File: src/rtl/ulight_pkg.sv
`default_nettype none
// ============================================================================
// Module   : ulight_pkg
// Purpose  : Shared constants for the uLight SpaceWire receive buffer.
//            Character format and status_out field positions.
// Revision : 1.0 - initial release
// ----------------------------------------------------------------------------
// status_out layout, with AW = pointer width:
//   [AW-1:0]        count (low AW bits; a full FIFO reads 0 here, full = 1
//                   distinguishes DEPTH entries from none)
//   [AW+0]          empty
//   [AW+1]          full
//   [AW+2]          underflow (sticky)
//   [AW+3]          overflow  (sticky)
//   [2*AW+4:AW+4]   eop_count (only with ULIGHT_RX_EOP_COUNT_EN)
// ============================================================================
package ulight_pkg;

    localparam int ULIGHT_CHAR_W   = 9;
    localparam int ULIGHT_FLAG_BIT = 8;

    // Field offsets; the flag and eop fields are relative to AW.
    localparam int ST_COUNT_LSB  = 0;
    localparam int ST_EMPTY_REL  = 0;
    localparam int ST_FULL_REL   = 1;
    localparam int ST_UNDER_REL  = 2;
    localparam int ST_OVER_REL   = 3;
    localparam int ST_EOP_REL    = 4;

    // Total status width for a given pointer width.
    function automatic int status_width(input int aw, input bit eop_en);
        return eop_en ? (2 * aw + 5) : (aw + 4);
    endfunction

endpackage : ulight_pkg
`default_nettype wire

File: src/rtl/ulight_fifo_mem.sv
`default_nettype none
// ============================================================================
// Module   : ulight_fifo_mem
// Purpose  : DEPTH x 9 character storage. One synchronous write port, one
//            asynchronous read port. The array has no reset; validity of
//            entries is tracked by the pointers in the parent.
// Revision : 1.0 - initial release
// ----------------------------------------------------------------------------
// Ports:
//   clk      in   clock
//   wr_en    in   write strobe
//   wr_addr  in   AW   write address
//   wr_data  in   9    write character
//   rd_addr  in   AW   read address
//   rd_data  out  9    character at rd_addr (combinational)
// ============================================================================
module ulight_fifo_mem
    import ulight_pkg::*;
#(
    parameter int DEPTH = 64,
    parameter int AW    = $clog2(DEPTH)
) (
    input  logic                     clk,
    input  logic                     wr_en,
    input  logic [AW-1:0]            wr_addr,
    input  logic [ULIGHT_CHAR_W-1:0] wr_data,
    input  logic [AW-1:0]            rd_addr,
    output logic [ULIGHT_CHAR_W-1:0] rd_data
);

    logic [ULIGHT_CHAR_W-1:0] mem [DEPTH];

    always_ff @(posedge clk) begin
        if (wr_en) begin
            mem[wr_addr] <= wr_data;
        end
    end

    assign rd_data = mem[rd_addr];

endmodule : ulight_fifo_mem
`default_nettype wire

File: src/rtl/ulight_fifo_rx_buffer.sv
`default_nettype none
// ============================================================================
// Module   : ulight_fifo_rx_buffer
// Purpose  : Receive-side character FIFO for the uLight SpaceWire link.
//            Accepts 9-bit characters over valid/ready, presents the head
//            character and status to software PIO ports, and pops one
//            character per level change of rd_toggle.
// Revision : 1.0 - initial release
// Config   : define ULIGHT_RX_EOP_COUNT_EN to add a packet-end counter in
//            the MSBs of status_out (width 2*AW+5 instead of AW+4).
// ----------------------------------------------------------------------------
// Ports:
//   clk            in   clock
//   reset          in   synchronous active-high reset
//   rx_data        in   9      character, bit 8 = EOP/EEP flag
//   rx_valid       in   1      rx_data valid
//   rx_ready       out  1      buffer can accept (not full)
//   rd_toggle      in   1      each level change requests one pop
//   sw_clear       in   1      single-cycle flush
//   data_flag_out  out  9      registered head character (0 when empty)
//   status_out     out  AW+4   {overflow, underflow, full, empty, count}
//                              (eop_count prepended when enabled)
// ============================================================================
module ulight_fifo_rx_buffer
    import ulight_pkg::*;
#(
    parameter int DEPTH = 64,
    parameter int AW    = $clog2(DEPTH)
) (
    input  logic                     clk,
    input  logic                     reset,
    input  logic [ULIGHT_CHAR_W-1:0] rx_data,
    input  logic                     rx_valid,
    output logic                     rx_ready,
    input  logic                     rd_toggle,
    input  logic                     sw_clear,
    output logic [ULIGHT_CHAR_W-1:0] data_flag_out,
`ifdef ULIGHT_RX_EOP_COUNT_EN
    output logic [2*AW+4:0]          status_out
`else
    output logic [AW+3:0]            status_out
`endif
);

    localparam logic [AW:0] DEPTH_C = (AW+1)'(DEPTH);

    logic [AW-1:0]            wr_ptr;
    logic [AW-1:0]            rd_ptr;
    logic [AW-1:0]            wr_ptr_next;
    logic [AW-1:0]            rd_ptr_next;
    logic [AW:0]              count;
    logic [AW:0]              count_next;
    logic                     empty;
    logic                     full;
    logic                     overflow;
    logic                     underflow;
    logic                     rd_toggle_q;
    logic                     pop_req;
    logic                     push;
    logic                     pop;
    logic                     flush;
    logic [ULIGHT_CHAR_W-1:0] mem_rd_data;
    logic [ULIGHT_CHAR_W-1:0] head_next;

    assign flush    = reset || sw_clear;
    assign rx_ready = !full;
    assign pop_req  = rd_toggle ^ rd_toggle_q;
    assign push     = rx_valid && !full;
    assign pop      = pop_req && !empty;

    // Storage is read at the next read pointer so the head register can be
    // loaded with the character that will be at the head after this edge.
    ulight_fifo_mem #(
        .DEPTH (DEPTH),
        .AW    (AW)
    ) u_mem (
        .clk     (clk),
        .wr_en   (push && !flush),
        .wr_addr (wr_ptr),
        .wr_data (rx_data),
        .rd_addr (rd_ptr_next),
        .rd_data (mem_rd_data)
    );

    always_comb begin
        wr_ptr_next = wr_ptr;
        rd_ptr_next = rd_ptr;
        count_next  = count;
        if (push) begin
            wr_ptr_next = wr_ptr + 1'b1;
        end
        if (pop) begin
            rd_ptr_next = rd_ptr + 1'b1;
        end
        case ({push, pop})
            2'b10:   count_next = count + 1'b1;
            2'b01:   count_next = count - 1'b1;
            default: count_next = count;
        endcase

        // When the next head slot is the one being written this edge the
        // array still holds stale data, so forward the incoming character.
        if (push && (rd_ptr_next == wr_ptr)) begin
            head_next = rx_data;
        end else begin
            head_next = mem_rd_data;
        end
        if (count_next == '0) begin
            head_next = '0;
        end
    end

    always_ff @(posedge clk) begin
        // Track the toggle level unconditionally so neither reset nor a
        // flush leaves a pending edge behind.
        rd_toggle_q <= rd_toggle;
        if (flush) begin
            wr_ptr        <= '0;
            rd_ptr        <= '0;
            count         <= '0;
            empty         <= 1'b1;
            full          <= 1'b0;
            overflow      <= 1'b0;
            underflow     <= 1'b0;
            data_flag_out <= '0;
        end else begin
            wr_ptr        <= wr_ptr_next;
            rd_ptr        <= rd_ptr_next;
            count         <= count_next;
            empty         <= (count_next == '0);
            full          <= (count_next == DEPTH_C);
            data_flag_out <= head_next;
            if (rx_valid && full) begin
                overflow <= 1'b1;
            end
            if (pop_req && empty) begin
                underflow <= 1'b1;
            end
        end
    end

`ifdef ULIGHT_RX_EOP_COUNT_EN
    logic [AW:0] eop_count;
    logic        push_eop;
    logic        pop_eop;

    // The character leaving on a pop is the current head register.
    assign push_eop = push && rx_data[ULIGHT_FLAG_BIT];
    assign pop_eop  = pop && data_flag_out[ULIGHT_FLAG_BIT];

    always_ff @(posedge clk) begin
        if (flush) begin
            eop_count <= '0;
        end else begin
            case ({push_eop, pop_eop})
                2'b10:   eop_count <= eop_count + 1'b1;
                2'b01:   eop_count <= eop_count - 1'b1;
                default: eop_count <= eop_count;
            endcase
        end
    end
`endif

    always_comb begin
        status_out                              = '0;
        status_out[ST_COUNT_LSB +: AW]          = count[AW-1:0];
        status_out[AW + ST_EMPTY_REL]           = empty;
        status_out[AW + ST_FULL_REL]            = full;
        status_out[AW + ST_UNDER_REL]           = underflow;
        status_out[AW + ST_OVER_REL]            = overflow;
`ifdef ULIGHT_RX_EOP_COUNT_EN
        status_out[AW + ST_EOP_REL +: AW + 1]   = eop_count;
`endif
    end

endmodule : ulight_fifo_rx_buffer
`default_nettype wire
File: config.mk
export PLATFORM = sky130hd
export DESIGN_NAME = ulight_fifo_rx_buffer
export DESIGN_NICKNAME = d
export VERILOG_FILES = /design/src/rtl/ulight_pkg.sv /design/src/rtl/ulight_fifo_mem.sv /design/src/rtl/ulight_fifo_rx_buffer.sv
export SDC_FILE = /design/constraint.sdc
export NUM_CORES = 1
export LEC_CHECK = 0
export BUFFER_PORTS_ARGS = -buffer_cell sky130_fd_sc_hd__buf_2
export CAP_MARGIN = 20
export CORE_ASPECT_RATIO = 1.75
export CORE_MARGIN = 3
export CORE_UTILIZATION = 48
export CTS_BUF_LIST = sky130_fd_sc_hd__clkbuf_16
export DETAILED_ROUTE_END_ITERATION = 10
export PLACE_DENSITY = 0.7
export SYNTH_ARGS = -nofsm -noshare
export SYNTH_HDL_FRONTEND = slang
export SYNTH_SLANG_ARGS = --single-unit
File: constraint.sdc
create_clock -name clk -period 11.45 [get_ports clk]
set_input_delay 2.29 -clock clk [delete_from_list [all_inputs] [get_ports clk]]
set_output_delay 2.29 -clock clk [all_outputs]
set_load 0.05 [all_outputs]
Yosys cells after proc, flatten, opt, wreduce, memory -nomap -nowiden:

Memories as Yosys holds them, arrays and structs flattened. A register that Yosys moved wholly into a read port is not among the register bits.
Index checks and enable logic that the tools add are counted.

* add/subtract/negate cells: 4
* $mul: 0
* div/mod/pow operators: 0
* order comparisons: 0
* equal/unequal tests: 3
* shift operators: 0
* mux-type cells: 4
* bitwise gates (word level): 1
* reductions and logical operators: 11

Operators with widths (number)
* 7-bit case mux with 2 select lines: 1
* 6-bit by 1-bit adder with 6-bit output (second input constant): 2
* 7-bit by 1-bit adder with 7-bit output (second input constant): 1
* 7-bit == test (second input constant): 1
* 7-bit zero test: 1
* 7-bit by 1-bit subtractor with 7-bit output (second input constant): 1
* 6-bit 2-to-1 mux: 1
* 1-bit logical AND: 5
* 1-bit zero test: 3
* 2-bit by 1-bit == test with 1-bit output (second input constant): 1
* 2-bit == test (second input constant): 1
* 1-bit 2-to-1 mux: 2
* 2-bit OR reduction: 1
* 1-bit logical OR: 1
* 1-bit bitwise XOR: 1

* register bits after elaboration: 24
* latch bits: 0
* RAM bits: 576
* ROM bits: 0
* bits of input ports: 14
* output and inout port bits: 20
* logic and storage cells: 32
* memories: 1

Memories
* u_mem.mem: depth 64, width 9, rd ports 1, clocked after memory_dff 1, wr ports 1, line ulight_fifo_mem.sv:31 `logic [ULIGHT_CHAR_W-1:0] mem [DEPTH];`

Logic depth before layout (Yosys ltp):

* depth in word-level cells: 6
* depth in mapped cells: 17
* gate-level depth less buffers: 14

Hierarchy:

Synthesis repeated with hierarchy kept, for this count alone.

* cell total of the unflattened synthesis: 1271
* area, all modules: 24553.5 sq um

Modules (own cells, without submodules)
* ulight_fifo_mem: instances 1, cells an instance 1011, area each 22414.0 sq um, seq. area each 17296.6 sq um
* ulight_fifo_rx_buffer: instances 1, cells an instance 260, area each 2139.6 sq um, seq. area each 660.6 sq um

Least setup slack after synthesis:

OpenSTA, ideal clock, no wires.

* kind: input to register
* start: input port rd_toggle
* end: register data_flag_out[3] (read register of u_mem.mem)
* arrival time: 5.725 ns
* slack: 5.638 ns
* stages: 16
* path through: xor2_1 > nand2_2 > inv_2 > buf_2 > ha_1 > clkbuf_1 > xor2_1 > ha_1 > a21oi_1 > or3b_2 > a31oi_1 > xnor2_1 > and4_1 > a21oi_1 > nand2_1 > o31ai_1

* word-level cells in the longest chain between the ends: 6
* elaborated cells on any way between the ends: 8
* classes of those cells: 2 x eq/ne; 2 x mux; 1 x bitwise; 3 x reduce/logical

RTL lines
* from (decl): line ulight_fifo_rx_buffer.sv:35 `input logic rd_toggle,`
* 1-bit bitwise XOR *: line ulight_fifo_rx_buffer.sv:67 `assign pop_req = rd_toggle ^ rd_toggle_q;`
* 1-bit logical AND *: line ulight_fifo_rx_buffer.sv:69 `assign pop = pop_req && !empty;`
* 2-bit by 1-bit == test with 1-bit output or 2-bit == test (tied branches): line ulight_fifo_rx_buffer.sv:95 `case ({push, pop})`
* 7-bit case mux with 2 select lines: line ulight_fifo_rx_buffer.sv:95
* 7-bit zero test: line ulight_fifo_rx_buffer.sv:108 `if (count_next == '0) begin`
* 2-bit OR reduction (no source line)
* to (decl): line ulight_fifo_rx_buffer.sv:37 `output logic [ULIGHT_CHAR_W-1:0] data_flag_out,`

Mark *: on every way between the ends. The rest lies on a longest branch, timed or not.
A chain may end at the register's enable or synchronous reset.

Final worst setup path:

* start: input port rd_toggle
* end: register data_flag_out[4] (read register of u_mem.mem)

The elaborated chain is that of the path after synthesis.

==> flow_metrics.py <==
metrics = {
    "cells_and_area": {
        "fin_nets": 1796,
        "drive_gt1_frac": 0.145,
        "fillers": 4277,
        "area_growth_pct": 10.2,
        "n_antenna_cell": 0,
    },
    "power_and_ir_drop": {
        "clkPwrFrac": 0.407,
        "p_leak_nw": 9.26,
        "powerDensity_nw_per_um2": 155,
        "p_seq_frac": 0.549,
        "p_sw_frac": 0.215,
        "intPower_mw": 3.49,
        "power_mw": 4.45,
        "ir_drop_mv": 0.106,
        "pwr-share-comb": 0.044,
        "switchingPower_uw": 957,
    },
    "synth": {
        "synth_top_area_frac": 0.663,
        "ys_async_sr_fraction": 0,
        "yosysSeqAreaShare": 0.688,
        "syn_area_um2": 26100,
        "syn-num-nets": 1773,
        "syn_avg_cell_area_um2": 14.9,
        "synth-edff-count": 576,
        "yosysWarnings": 0,
        "synthTopCellsByArea": "edfxtp_1 66%, mux4_2 5.0%, mux2i_1 4.7%",
        "synthDistinctLibCells": 82,
        "syn_inst": 1754,
        "yosysMostFrequentCell": "edfxtp_1",
        "synth_common_cells": "576 x edfxtp_1, 155 x nand2_1, 123 x nor2_1",
        "synth_top_area_cell": "edfxtp_1",
        "synth-seq-cells": 609,
        "ys.flop_type": "edfxtp_1",
    },
    "routing": {
        "antenna_left": 0,
        "via_per_inst": 6.49,
        "drt-total-wl_mm": 74.2,
        "post_drt_wl_per_cell_um": 29.6,
        "detail_route.drc_violations": 0,
        "num_vias": 16241,
        "first_pass_iters": 6,
        "first_iter_violations": 1958,
    },
    "global_route": {
        "antenna_found_initial": 2,
        "grt_pass1_vias": 16241,
        "grt_pass1_wl_mm": 108,
        "grt_max_degree": 113,
        "grtUsageTotal": 0.256,
        "overflow": 0,
    },
    "timing": {
        "slew_headroom": 0.233,
        "fin_crit_sh": 0.557,
        "finalHoldViolations": 0,
        "period_needed_ns": 6.38,
        "drv_slew": 0,
        "hold_slack_ns": 0.474,
        "rsz0062_at_grt": "false",
        "setup_viol": 0,
        "max_freq_mhz": 157,
        "tightest_slew_ns": 1.14,
        "tns_ns": 0,
        "finClkSkew_ns": 0.0147,
    },
    "clocking": {
        "clockBufferDepth": 3,
        "htreeDepth": 2,
        "cts_resized": 0,
        "holdBufCountCts": 0,
        "cts_setup_buffers": 0,
        "clockRootBuffer": "clkbuf_16",
        "clock_sinks": 609,
        "cts_tree": "built",
        "cts_buffers": 53,
        "clk_pin_slew_worst_paths_ns": 0.07,
        "clk_latency_ns": 0.60,
    },
    "critical_path": {
        "start_kind": "input pin",
        "path_class": "in -> reg",
        "required_ns": 11.97,
        "critical_path.max_stage_delay_ns": 0.53,
        "worstPathCellList": "buf_2 -> xor2_2 -> buf_4 -> nand2_2 -> inv_2 -> ha_1 -> xor2_1 -> ha_1 -> a21oi_1 -> or3b_2 -> a31oi_1 -> xnor2_1 -> and4_1 -> a21oi_1 -> nand2_1 -> o31ai_1",
        "cp.arrival_ns": 6.90,
        "critPathSlowestCell": "ha_1",
        "cp-end-kind": "flop",
        "crit_fanout": 21,
    },
    "placement": {
        "dp_hpwl_mm": 47.3,
        "gp_congestion": 0.915,
        "port_buffers": 33,
    },
    "die": {
        "rows": 112,
        "initial_core_util": 0.487,
        "core_um2": 53500,
        "dieArea_um2": 57300,
        "ioPinCount": 34,
        "die_height_um": 314,
        "die-width_um": 182,
    },
    "run": {
        "drv_cap": 0,
    },
    "hold_path": {
        "hold_class": "reg -> reg",
    },
    "run_status": {
        "outcome": "finished clean",
    },
}
[area by class of cell]
cell class / count / area, um^2 / share of cell area
Multi-Input combinational cell: 1004 / 7520 / 0.262
Clock inverter: 40 / 338 / 0.0117
Timing Repair Buffer: 89 / 603 / 0.0210
Clock buffer: 56 / 1400 / 0.0487
Sequential cell: 609 / 18000 / 0.625
Inverter: 20 / 75.1 / 0.00261
Tap cell: 684 / 856 / 0.0298
[path summary, 6_finish.rpt]
| kind | startpoint | end | depth (start not counted) | slack (ns) |
|---|---|---|---|---|
| hold reg to reg | overflow | overflow | 2 | 0.47 |
| setup reg to reg | rd_ptr[1] | data_flag_out[0] | 13 | 6.29 |
| setup / recovery | rd_toggle | data_flag_out[4] | 16 | 5.07 |
| hold / removal | overflow | overflow | 2 | 0.47 |
[layer usage]
metal  GRT usage  wire length, um
met1       0.297            25200
met2       0.436            37100
met3      0.0473             6370
met4       0.163             5510
met5           0                0
[critical path: cells and delay by family]
family | cells | cell delay [ns]
and+or+nand+nor | 4 | 1.39
AOI/OAI and AO/OA | 4 | 0.96
buffers and inverters | 3 | 0.93
adders and majority gates | 2 | 0.84
xor gates and xnor gates | 3 | 0.47
[per-stage QoR]
step	util	std cells	area, um^2	setup slack, ns
final	0.537	2502	28800	5.07
after global routing	0.537	2502	28800	4.69
after CTS	0.536	2497	28700	5.12
after detailed placement	0.504	2401	27000	4.50
after global placement	0.503	2397	26900	4.60
after floorplan	-	1754	26100	5.64
[registers in the layout (all words and copies together), names as in the netlist]
signal / flops
full: 1
wr_ptr: 6
rd_ptr: 6
data_flag_out: 9
empty: 1
rd_toggle_q: 1
u_mem.mem: 576
underflow: 1
overflow: 1
count: 7
[power by group through the flow]
stage / Clock (mW) / Combinational [mW] / Sequential [mW]
2_1_floorplan: 0 / 0.104 / 2.50
3_3_place_gp: 0 / 0.188 / 2.49
3_5_place_dp: 0 / 0.192 / 2.49
4_1_cts: 1.83 / 0.193 / 2.44
5_1_grt: 1.92 / 0.205 / 2.44
6_report: 1.81 / 0.195 / 2.44
[cell usage in the layout (no fill, tap or decap), types with 28 or more instances in the layout]
| cell type | n |
|---|---|
| nand3_1 | 68 |
| clkbuf_16 | 56 |
| mux2i_1 | 122 |
| dfxtp_1 | 32 |
| buf_2 | 34 |
| o21ai_0 | 37 |
| mux4_2 | 58 |
| a21oi_1 | 35 |
| inv_1 | 28 |
| nor2_1 | 121 |
| buf_4 | 52 |
| edfxtp_1 | 576 |
| nand2_1 | 154 |
| a211oi_1 | 30 |
[cell families (layout without fill, tap and decap cells)]
| logic type | count (synthesis) | count (layout) | share of synthesized area |
|---|---|---|---|
| fa+ha+maj | 5 | 5 | 0.00240 |
| mux | 197 | 197 | 0.104 |
| compound gates | 299 | 299 | 0.0850 |
| xor+xnor | 18 | 18 | 0.00686 |
| buf+inv | 141 | 205 | 0.0252 |
| flops | 609 | 609 | 0.688 |
| simple gates | 485 | 485 | 0.0879 |
Power figures use the tool's default switching activity.
